`config.mk`:
```
export PLATFORM = sky130hd
export DESIGN_NAME = adc_serial_ctrl
export DESIGN_NICKNAME = d
export VERILOG_FILES = /design/src/rtl/adc_pkg.sv /design/src/rtl/sync_2ff.sv /design/src/rtl/adc_serial_ctrl.sv
export SDC_FILE = /design/constraint.sdc
export NUM_CORES = 1
export LEC_CHECK = 0
export BUFFER_PORTS_ARGS = -buffer_cell sky130_fd_sc_hd__buf_2
export CAP_MARGIN = 5
export CORE_UTILIZATION = 63
export CTS_CLUSTER_SIZE = 10
export DETAILED_ROUTE_END_ITERATION = 8
export PLACE_DENSITY = 0.83
export SYNTH_ARGS = -nofsm -noshare
export SYNTH_HDL_FRONTEND = slang
export SYNTH_HIERARCHICAL = 1
export SYNTH_SLANG_ARGS = --single-unit
```
`constraint.sdc`:
```
create_clock -name clk -period 5.5 [get_ports clk]
set_clock_uncertainty 0.1 [all_clocks]
set_input_delay 0.275 -clock clk [delete_from_list [all_inputs] [get_ports clk]]
set_output_delay 0.275 -clock clk [all_outputs]
set_load 0.1 [all_outputs]
```
`src/rtl/adc_pkg.sv`:
```
// Shared definitions for the serial ADC controller.
// Contents:
//   adc_state_t   - frame sequencer states
//   *_DEF         - default timing constants (20 MHz clk, 1 MHz ad_clk)
//   ADC_DATA_W    - bits per conversion
//   max3()        - helper used to size the shared phase counter
package adc_pkg;

    typedef enum logic [2:0] {
        WAIT_CONV,
        SETUP,
        SHIFT_LO,
        SHIFT_HI,
        HOLD
    } adc_state_t;

    localparam int CLK_DIV_DEF   = 10;
    localparam int CS_SETUP_DEF  = 40;
    localparam int CONV_WAIT_DEF = 400;
    localparam int ADC_DATA_W    = 8;

    function automatic int max3(input int a, input int b, input int c);
        int m;
        m = (a > b) ? a : b;
        return (m > c) ? m : c;
    endfunction

endpackage

```
`src/rtl/sync_2ff.sv`:
```
// Two-flop synchronizer for a single asynchronous input bit.
// Ports:
//   clk  - destination clock
//   rstn - asynchronous active-low reset, clears both stages to 0
//   d    - asynchronous input
//   q    - synchronized output (two clk cycles of latency)
module sync_2ff (
    input  logic clk,
    input  logic rstn,
    input  logic d,
    output logic q
);

    logic meta_reg;
    logic sync_reg;

    always_ff @(posedge clk or negedge rstn) begin
        if (!rstn) begin
            meta_reg <= 1'b0;
            sync_reg <= 1'b0;
        end else begin
            meta_reg <= d;
            sync_reg <= meta_reg;
        end
    end

    assign q = sync_reg;

endmodule

```
`src/rtl/adc_serial_ctrl.sv`:
```
// Free-running master controller for a TLC549-class 8-bit serial ADC.
// Each frame: hold ad_cs high for the conversion time, drop ad_cs, wait the
// setup time, clock in DATA_W bits MSB first (sampling on ad_clk high), hold,
// then raise ad_cs and publish the code with a one-cycle isdone strobe.
// The first frame after reset is discarded (the ADC returns a stale value).
// Optional macro ADC_AVG4_EN: average four valid frames before publishing.
// Ports:
//   clk     - system clock
//   rstn    - asynchronous active-low reset
//   ad_data - serial data from the ADC (asynchronous, synchronized here)
//   ad_cs   - ADC chip select, active low (registered)
//   ad_clk  - ADC I/O clock (registered)
//   data    - last published conversion code
//   isdone  - one-cycle strobe, coincident with the data update
module adc_serial_ctrl
    import adc_pkg::*;
#(
    parameter int CLK_DIV   = CLK_DIV_DEF,
    parameter int CS_SETUP  = CS_SETUP_DEF,
    parameter int CONV_WAIT = CONV_WAIT_DEF,
    parameter int DATA_W    = ADC_DATA_W
) (
    input  logic              clk,
    input  logic              rstn,
    input  logic              ad_data,
    output logic              ad_cs,
    output logic              ad_clk,
    output logic [DATA_W-1:0] data,
    output logic              isdone
);

    localparam int CNT_MAX = max3(CONV_WAIT, CS_SETUP, CLK_DIV);
    localparam int CNT_W   = (CNT_MAX > 1) ? $clog2(CNT_MAX) : 1;
    localparam int IDX_W   = (DATA_W > 1) ? $clog2(DATA_W) : 1;

    localparam logic [CNT_W-1:0] CONV_LAST  = CNT_W'(CONV_WAIT - 1);
    localparam logic [CNT_W-1:0] SETUP_LAST = CNT_W'(CS_SETUP - 1);
    localparam logic [CNT_W-1:0] DIV_LAST   = CNT_W'(CLK_DIV - 1);

    adc_state_t        state_reg, state_next;
    logic [CNT_W-1:0]  cnt_reg;
    logic [IDX_W-1:0]  idx_reg;
    logic [DATA_W-1:0] shift_reg;
    logic [DATA_W-1:0] data_reg;
    logic              first_frame_reg;
    logic              ad_cs_reg, ad_clk_reg, isdone_reg;
    logic              ad_cs_next, ad_clk_next;
    logic              phase_end;
    logic              frame_end;
    logic              ad_data_sync;

    sync_2ff u_sync (
        .clk  (clk),
        .rstn (rstn),
        .d    (ad_data),
        .q    (ad_data_sync)
    );

    // Each state lasts exactly its programmed number of cycles; the counter
    // restarts from zero on every state exit.
    always_comb begin
        state_next = state_reg;
        phase_end  = 1'b0;
        case (state_reg)
            WAIT_CONV: begin
                phase_end = (cnt_reg == CONV_LAST);
                if (phase_end) state_next = SETUP;
            end
            SETUP: begin
                phase_end = (cnt_reg == SETUP_LAST);
                if (phase_end) state_next = SHIFT_LO;
            end
            SHIFT_LO: begin
                phase_end = (cnt_reg == DIV_LAST);
                if (phase_end) state_next = SHIFT_HI;
            end
            SHIFT_HI: begin
                phase_end = (cnt_reg == DIV_LAST);
                if (phase_end) state_next = (idx_reg == '0) ? HOLD : SHIFT_LO;
            end
            HOLD: begin
                phase_end = (cnt_reg == DIV_LAST);
                if (phase_end) state_next = WAIT_CONV;
            end
            default: begin
                state_next = WAIT_CONV;
                phase_end  = 1'b1;
            end
        endcase
        // Pin levels are decoded from the next state and registered, so the
        // pins change on the same edge as the state and never glitch.
        ad_cs_next  = (state_next == WAIT_CONV);
        ad_clk_next = (state_next == SHIFT_HI);
        frame_end   = (state_reg == HOLD) && phase_end;
    end

`ifdef ADC_AVG4_EN
    logic [DATA_W+1:0] acc_reg;
    logic [1:0]        avg_cnt_reg;
    logic [DATA_W+1:0] sum_next;
    assign sum_next = acc_reg + {2'b00, shift_reg};
`endif

    always_ff @(posedge clk or negedge rstn) begin
        if (!rstn) begin
            state_reg       <= WAIT_CONV;
            cnt_reg         <= '0;
            idx_reg         <= '0;
            shift_reg       <= '0;
            data_reg        <= '0;
            first_frame_reg <= 1'b1;
            ad_cs_reg       <= 1'b1;
            ad_clk_reg      <= 1'b0;
            isdone_reg      <= 1'b0;
`ifdef ADC_AVG4_EN
            acc_reg         <= '0;
            avg_cnt_reg     <= '0;
`endif
        end else begin
            state_reg  <= state_next;
            cnt_reg    <= phase_end ? '0 : cnt_reg + CNT_W'(1);
            ad_cs_reg  <= ad_cs_next;
            ad_clk_reg <= ad_clk_next;
            isdone_reg <= 1'b0;

            if (state_reg == SETUP && phase_end)
                idx_reg <= IDX_W'(DATA_W - 1);
            else if (state_reg == SHIFT_HI && phase_end && idx_reg != '0)
                idx_reg <= idx_reg - IDX_W'(1);

            // Sample once, at the start of the high phase.
            if (state_reg == SHIFT_HI && cnt_reg == '0)
                shift_reg[idx_reg] <= ad_data_sync;

            if (frame_end) begin
                if (first_frame_reg) begin
                    first_frame_reg <= 1'b0;
                end else begin
`ifdef ADC_AVG4_EN
                    if (avg_cnt_reg == 2'd3) begin
                        data_reg    <= DATA_W'(sum_next >> 2);
                        isdone_reg  <= 1'b1;
                        acc_reg     <= '0;
                        avg_cnt_reg <= '0;
                    end else begin
                        acc_reg     <= sum_next;
                        avg_cnt_reg <= avg_cnt_reg + 2'd1;
                    end
`else
                    data_reg   <= shift_reg;
                    isdone_reg <= 1'b1;
`endif
                end
            end
        end
    end

    assign ad_cs  = ad_cs_reg;
    assign ad_clk = ad_clk_reg;
    assign data   = data_reg;
    assign isdone = isdone_reg;

endmodule
```
* Yosys cells after proc, flatten, opt, wreduce, memory -nomap -nowiden
Index checks and enable logic that the tools add are counted.
Word-level totals: flip-flop bits (word level) 37, input port bits 3, output and inout port bits 11, word-level logic and storage cells 54
Operators by class: add/sub/neg operators 2, $lt $le $gt $ge 2, eq/ne operators 8, multiplexer cells 16, bitwise gates (word level) 1, reductions and logical operators 14
Operators by type and width (count):
- 3-bit 2-to-1 mux | 8
- 3-bit case mux with 5 select lines | 1
- 9-bit by 1-bit adder with 9-bit output (second input constant) | 1
- 3-bit by 2-bit equality test with 1-bit output (second input constant) | 3
- 9-bit by 4-bit equality test with 1-bit output (second input constant) | 1
- 9-bit by 6-bit equality test with 1-bit output (second input constant) | 1
- 9-bit equality test (second input constant) | 1
- 3-bit logical NOT | 3
- 9-bit logical NOT | 1
- 9-bit 2-to-1 mux | 1
- 8-bit bitwise mux | 1
- 1-bit logical AND | 6
- 3-bit by 4-bit less-than comparator with 1-bit output (second input constant) | 1
- 1-bit demux with 3-bit select | 1
- 3-bit by 1-bit equality test with 1-bit output (second input constant) | 1
- 3-bit equality test (second input constant) | 1
- 3-bit by 1-bit greater-or-equal comparator with 1-bit output (second input constant) | 1
- 1-bit 2-to-1 mux | 3
- 1-bit case mux with 3 select lines | 1
- 3-bit nonzero test | 1
- 3-bit OR reduction | 1
- 3-bit by 1-bit subtractor with 3-bit output (second input constant) | 1
- 2-bit AND reduction | 1
- 2-bit nonzero test | 1
- 1-bit NOT | 1

* Logic depth before layout (Yosys ltp)
Gate-level depths: netlist of the first run.
depth after elaboration 7, mapped depth 7, gate-level depth less buffers 7

* By module
Netlist of the first run, hierarchy kept.
By module, submodules not included:
- adc_serial_ctrl | times used 1, cells each 153, area each 1741.7 um^2, sequential area each 878.3 um^2
- sync_2ff | times used 1, cells each 2, area each 50.0 um^2, sequential area each 50.0 um^2

* Worst setup path after synthesis of the first run
Ideal clock, no wire load.
path kind register to register, start register cnt_reg[2], end register shift_reg[5], setup time 128 ps, data arrival time 1693 ps, required time 5272 ps, setup slack 3579 ps, cell stages (with the launch flop) 6, path buffers 0, period minus slack after synthesis 1921 ps, cell sequence dfrtp_1 -> nor4_4 -> nand4_2 -> or2_1 -> nor3b_2 -> mux2_1
Between the ends: cells in the longest elaborated chain, start to end 2
RTL lines:
- start, declared | line adc_serial_ctrl.sv:41 | logic [CNT_W-1:0] cnt_reg;
- start signal, assigned | line adc_serial_ctrl.sv:121 | cnt_reg <= phase_end ? '0 : cnt_reg + CNT_W'(1);
- 9-bit logical NOT | line adc_serial_ctrl.sv:132 | if (state_reg == SHIFT_HI && cnt_reg == '0)
- 1-bit logical AND | line adc_serial_ctrl.sv:132
- end signal, assigned by index | line adc_serial_ctrl.sv:133 | shift_reg[idx_reg] <= ad_data_sync;
- end, declared | line adc_serial_ctrl.sv:43 | logic [DATA_W-1:0] shift_reg;
No other way between the ends. A chain may end at the register's enable or synchronous reset.

* Final worst setup path of the first run
start register cnt_reg[0], end register idx_reg[0]
Between the ends: cells in the longest elaborated chain, start to end 5, elaborated cells between the ends (all ways) 9, those cells by class eq/ne: 3; mux: 2; reduce/logical: 4
RTL lines:
- 9-bit by 4-bit equality test with 1-bit output, or another cell as far along | line adc_serial_ctrl.sv:74, adc_serial_ctrl.sv:78, adc_serial_ctrl.sv:82
- 1-bit case mux with 3 select lines (*) | line adc_serial_ctrl.sv:64 | case (state_reg)
- 1-bit logical AND (2 in a row) | line adc_serial_ctrl.sv:128 | else if (state_reg == SHIFT_HI && phase_end && idx_reg != '0)
- 2-bit nonzero test (no line)
- end signal, assigned | line adc_serial_ctrl.sv:127 | idx_reg <= IDX_W'(DATA_W - 1);
- end signal, assigned | line adc_serial_ctrl.sv:129 | idx_reg <= idx_reg - IDX_W'(1);
- end, declared | line adc_serial_ctrl.sv:42 | logic [IDX_W-1:0] idx_reg;
Mark *: on every way between the ends. The rest lies on a longest branch, timed or not.

==> results of run 1 <==
[layer usage]
metal	routed length [um]	part of all wire (%)	vias to the layer above
li1	-	-	578
met1	1370	44	613
met2	1520	49	27
met3	153	4.9	7
met4	60	1.9	0
met5	0	0	-
[cell usage after synthesis, drive strengths merged (2+ instances only)]
library cell	n	area, sq um
dfrtp	35	876
mux2	16	210
nor2	14	52.6
inv	9	33.8
nor3	7	35.0
ha	5	62.6
nand2	5	18.8
nand3	5	25.0
nand4	5	37.5
xnor2	5	43.8
a21oi	4	20.0
buf	4	26.3
o21ai	4	20.0
or3	4	25.0
clkbuf	3	11.3
nor4	3	40.0
dfstp	2	52.6
or2	2	12.5
xor2	2	17.5
[timing repair]
item	CTS	global route
hold endpoints to repair	36	0
hold buffers	2	0
resized for setup	0	0
[report_power, final]
part	switching [mW]	leakage [nW]	total (mW)	internal (mW)
Sequential	0.000839	0.491	0.274	0.273
Combinational	0.00491	0.420	0.00637	0.00146
Clock	0.0841	0.0413	0.158	0.0740
[kinds of logic (layout without fill, tap and decap cells)]
family | after synthesis | count (layout) | synth area share (%)
flops | 37 | 37 | 51.8
buf+inv | 16 | 32 | 3.98
simple gates | 56 | 56 | 18.9
fa+ha+maj | 5 | 5 | 3.49
compound gates | 18 | 18 | 6.63
xor+xnor | 7 | 7 | 3.42
mux | 16 | 16 | 11.7
[worst register-to-register path: cells and delay by family (launching register included)]
kind | cells | cell delay (ns)
AND/OR/NAND/NOR | 1 | 0.26
adder cells (fa/ha/maj) | 1 | 0.23
AO/OA/AOI/OAI | 4 | 1.35
flip-flops | 1 | 0.44
[stage by stage]
stage	std cells	instance area, sq um
6_report	201	1950
5_1_grt	201	1950
4_1_cts	201	1950
3_5_place_dp	191	1860
3_3_place_gp	191	1860
2_1_floorplan	155	1790
[cell type report]
| type | count | share of cell area (%) |
|---|---|---|
| tap | 30 | 1.93 |
| clock inverter | 1 | 0.257 |
| sequential | 37 | 47.7 |
| timing repair buffer | 15 | 4.37 |
| multi-input combinational | 102 | 40.7 |
| clock buffer | 7 | 3.34 |
| inverter | 9 | 1.74 |
[worst max-delay path by stage]
stage,to,slack [ns],cells after the start
CTS,idx_reg[2],3.08,5
floorplan,shift_reg[5],3.58,5
global route,idx_reg[2],2.90,6
detailed placement,idx_reg[0],3.09,5
global placement,idx_reg[2],3.23,5
finish,idx_reg[0],3.08,6
==> results.toml, run 1 <==
[timing]
relSlewSlack_pct = 41.1
hold_slack_ns = 0.269
rsz0062_at_grt = "no"
fin_ws_ns = 3.08
tightest_slew_ns = 0.877
max_clock_freq_mhz = 414
finalSetupTns_ns = 0
setup_violations = 0
final_hold_viol_count = 0
period_share_pct = 44.0
fin_crit_ns = 2.42
maxSlewViolCount = 0

[setup_path]
cpPeakStageDelay_ns = 0.71
crit_family = "compound AO/OA/AOI/OAI gates"
r2r_end = "idx_reg[0]"
ff2ff_path_depth = 6
required_ns = 5.69
crit_fanout = 14
path_buf_inv = 0
cp_slowest_cell = "o21ai_1"
critPathKind = "reg2reg"
reg2reg_from = "cnt_reg[0]"
crit_path_start = "cnt_reg[0]"
path_cells = "ha_1 > and4b_1 > a311oi_1 > o21ai_1 > a21boi_1 > a21o_1"
end_kind = "flop"
worst_setup_path_start_kind = "flop"
r2r_setup_slack_ns = 3.08
cp.arrival_ns = 2.61

[route]
first_pass_iters = 4
wire_per_inst_um = 15.4
vias_per_cell = 6.09
drt-initial-drc-count = 46
final_antenna_net_count = 0
vias = 1225
drc_errors = 0
wl_um = 3100

[worst_hold_path]
min_path_cells = 0
hp-start = "u_sync/meta_reg"
hold_path.class = "reg2reg"
min_to = "u_sync/q"

[placement]
dp_hpwl_um = 2270
gp_congestion = 0.915
dp_slack_ns = 3.09
port_buffers = 13

[clocking]
cts-root-buf = "clkbuf_4"
htreeDepth = 2
cts.clk_slew.worst_paths_ns = 0.10
clockBufferDepth = 2
clk_latency_ns = 0.35
cts.sinks = 37
cts_setup_buffers = 0
tritoncts = "yes"
cts_buffers = 5

[layout]
layout_common_cells = "dfrtp_1 (35), nor2_1 (14), buf_2 (13)"
fillCellCount = 173
fin_nets = 178
largest_reg_flops = 9
diodes = 0
layout-area-overhead-vs-synth_pct = 8.66
final_util_pct = 75.2
final_common_cell = "dfrtp_1"
regArea_sq_um = 928
drive_above_1_share_pct = 22.8
multi_input_area_sq_um = 792

[global_routing]
grt_first_pass_wirelength_um = 5730
busiest_layer = "met2"
antenna_found_initial = 0
grt_util_met2_pct = 39.6
grt_pass1_vias = 1236
grt_max_degree = 38
grt_remaining_overflow = 0
use_met3_pct = 8.90
use_met1_pct = 29.6
grt_util_all_layers_pct = 24.5

[synth]
syn_nets = 163
synth-main-ff-cell = "dfrtp_1"
syn_inst = 155
synthArstFlopShare_pct = 100
yosys_register_bits = 37
synth-warning-count = 6
avgSynthCellArea_sq_um = 11.6
yosysSeqAreaShare_pct = 51.8
synth_edf_count = 0
syn-cell-area_sq_um = 1790
ys_types = 48

[status]
status = "complete, no violations"

[power]
power.density_nw_per_um2 = 225
peakVddDrop_uv = 252
p_total_mw = 0.438
p_leak_nw = 0.952

[die]
core.rowCount = 18
ios = 14
initial_core_util_pct = 69.2
dieHeight_um = 55.3
die_w_um = 55.3
design.die.area_sq_um = 3060
core_sq_um = 2590

[run]
drv_cap = 0
(Power assumes the default switching activity.)
==> inputs of run 2 (changes only) <==
- ABC_AREA: unset -> 1
- CORE_UTILIZATION: 63 -> 53
- PLACE_DENSITY: 0.83 -> 0.74
- clock period: 5.5 -> 2.2 ns (I/O delays scaled with it)
==> run 2 against run 1 <==
  * Fmax is 32% higher
  * Register-to-register slack worse by 2.7 ns
  * Final cell count is 42% higher
  * Area after synthesis is 6.1% higher
  * Critical path type unchanged
  * Critical endpoint is now data[0]
==> results.toml, run 2 <==
[layout]
drive_above_1_share_pct = 20.0
fin_nets = 247
final_util_pct = 62.1
largest_reg_flops = 9
final_common_cell = "nand2_1"
final_cell_area_sq_um = 2110
layout-area-overhead-vs-synth_pct = 10.7
layout_common_cells = "nand2_1 (63), dfrtp_1 (35), nor2_1 (22)"
diodes = 0
stdcell_count = 286

[synth]
ys_top_cells_by_count = "nand2_1 (63), dfrtp_1 (35), nor2_1 (22)"
syn_nets = 227
yosys_register_bits = 37
avgSynthCellArea_sq_um = 8.68
synth_edf_count = 0
synth_area_leaders = "dfrtp_1 (46%), nand2_1 (12%), nand4_1 (5.9%)"
synth-warning-count = 6
syn_inst = 219
yosysMostFrequentCell = "nand2_1"
synthArstFlopShare_pct = 100
post-synth-top-area-cell = "dfrtp_1"
synth-main-ff-cell = "dfrtp_1"
ys_types = 30
yosysSeqAreaShare_pct = 48.8
synth_top_cell_area_share_pct = 46.1
syn-cell-area_sq_um = 1900

[timing]
fin_crit_ns = 1.83
hold_slack_ns = 0.257
finalSetupTns_ns = 0
tightest_slew_ns = 0.769
relSlewSlack_pct = 48.7
maxSlewViolCount = 0
fin_ws_ns = 0.374
period_share_pct = 83.0
rsz0062_at_grt = "no"
max_clock_freq_mhz = 548
setup_violations = 0
final_hold_viol_count = 0

[global_routing]
grt_max_degree = 38
grt_util_met2_pct = 31.8
grt_first_pass_wirelength_um = 5400
grt_remaining_overflow = 0
use_met3_pct = 6.42
grt_util_all_layers_pct = 19.6
use_met1_pct = 24.0
grt_pass1_vias = 1274
antenna_found_initial = 0
busiest_layer = "met2"

[setup_path]
cp.arrival_ns = 1.97
end_kind = "flop"
cpPeakStageDelay_ns = 0.43
worst_setup_path_start_kind = "flop"
cp_slowest_cell = "dfrtp_1"
path_cells = "ha_1 > nand2_2 > nor2_4 > nand3_4 > nand4_4 > nand3_4 > nand2_1 > nand2_1"
critPathKind = "reg2reg"
required_ns = 2.35
crit_fanout = 23

[clocking]
cts.clk_slew.worst_paths_ns = 0.12
cts_buffers = 5
cts_setup_buffers = 0
htreeDepth = 2
hold_buffers = 2
clockBufferDepth = 2
clk_latency_ns = 0.35
post_cts_resized = 0
cts-root-buf = "clkbuf_4"
cts.sinks = 37
tritoncts = "yes"

[placement]
gp_congestion = 0.853
placed_area_sq_um = 2000
port_buffers = 13
dp_hpwl_um = 2320
dp_slack_ns = 0.378
placed_cells = 276

[die]
initial_core_util_pct = 56.1
die_w_um = 61.9
dieHeight_um = 61.9
ios = 14
core.rowCount = 21
design.die.area_sq_um = 3830
core_sq_um = 3390

[route]
vias = 1421
first_pass_iters = 4
final_antenna_net_count = 0
drc_errors = 0
drt-initial-drc-count = 55
wl_um = 3070
wire_per_inst_um = 10.7
vias_per_cell = 4.97

[power]
p_leak_nw = 1.06
p_total_mw = 1.18
peakVddDrop_uv = 402
power.density_nw_per_um2 = 559

[run]
drv_cap = 0

[worst_hold_path]
hold_path.class = "in2async"

[status]
status = "complete, no violations"
==> run 2: layout make-up <==
class                           count  area (sq um)
Multi-Input combinational cell    153           847
Sequential cell                    37           928
Clock buffer                        5          37.5
Timing Repair Buffer               15          85.1
Fill cell                         282          1280
Tap cell                           46          57.6
Inverter                           27           104
Clock inverter                      3          46.3
==> run 2: metal layers <==
layer / routed length [um] / vias to the layer above
met3: 120 / 6
met5: 0 / -
met2: 1430 / 25
li1: - / 750
met4: 68 / 0
met1: 1450 / 640
==> run 2: report_power, final <==
part	internal, mW	leakage (nW)	switching, mW
Combinational	0.00367	0.525	0.0142
Sequential	0.682	0.491	0.000370
Clock	0.240	0.0414	0.236
==> run 2: kinds of logic after synthesis <==
group	count (synthesis)	synth area share, %
AO/OA/AOI/OAI	14	3.88
XOR/XNOR	3	1.38
adder cells (fa/ha/maj)	5	3.29
buffers and inverters	29	6.64
flip-flops	37	48.8
AND/OR/NAND/NOR	131	36.0
==> run 2: worst paths after layout <==
kind / startpoint / to / slack (ns) / cells past startpoint
min in group clk: u_sync/meta_reg / u_sync/q / 0.26 / 0
setup reg to reg: cnt_reg[0] / data[0] / 0.37 / 8
hold / removal: rstn / data[3] / 0.26 / 2
max in group asynchronous: rstn / state_reg[2] / 1.25 / 2
hold reg to reg: u_sync/meta_reg / u_sync/q / 0.26 / 0
setup / recovery: cnt_reg[0] / data[0] / 0.37 / 8
==> run 2: worst max-delay path, delay by kind of cell, from the launching register on <==
kind,cells,cell delay (ns)
flip-flops,1,0.43
AND/OR/NAND/NOR,7,0.97
adder cells (fa/ha/maj),1,0.21
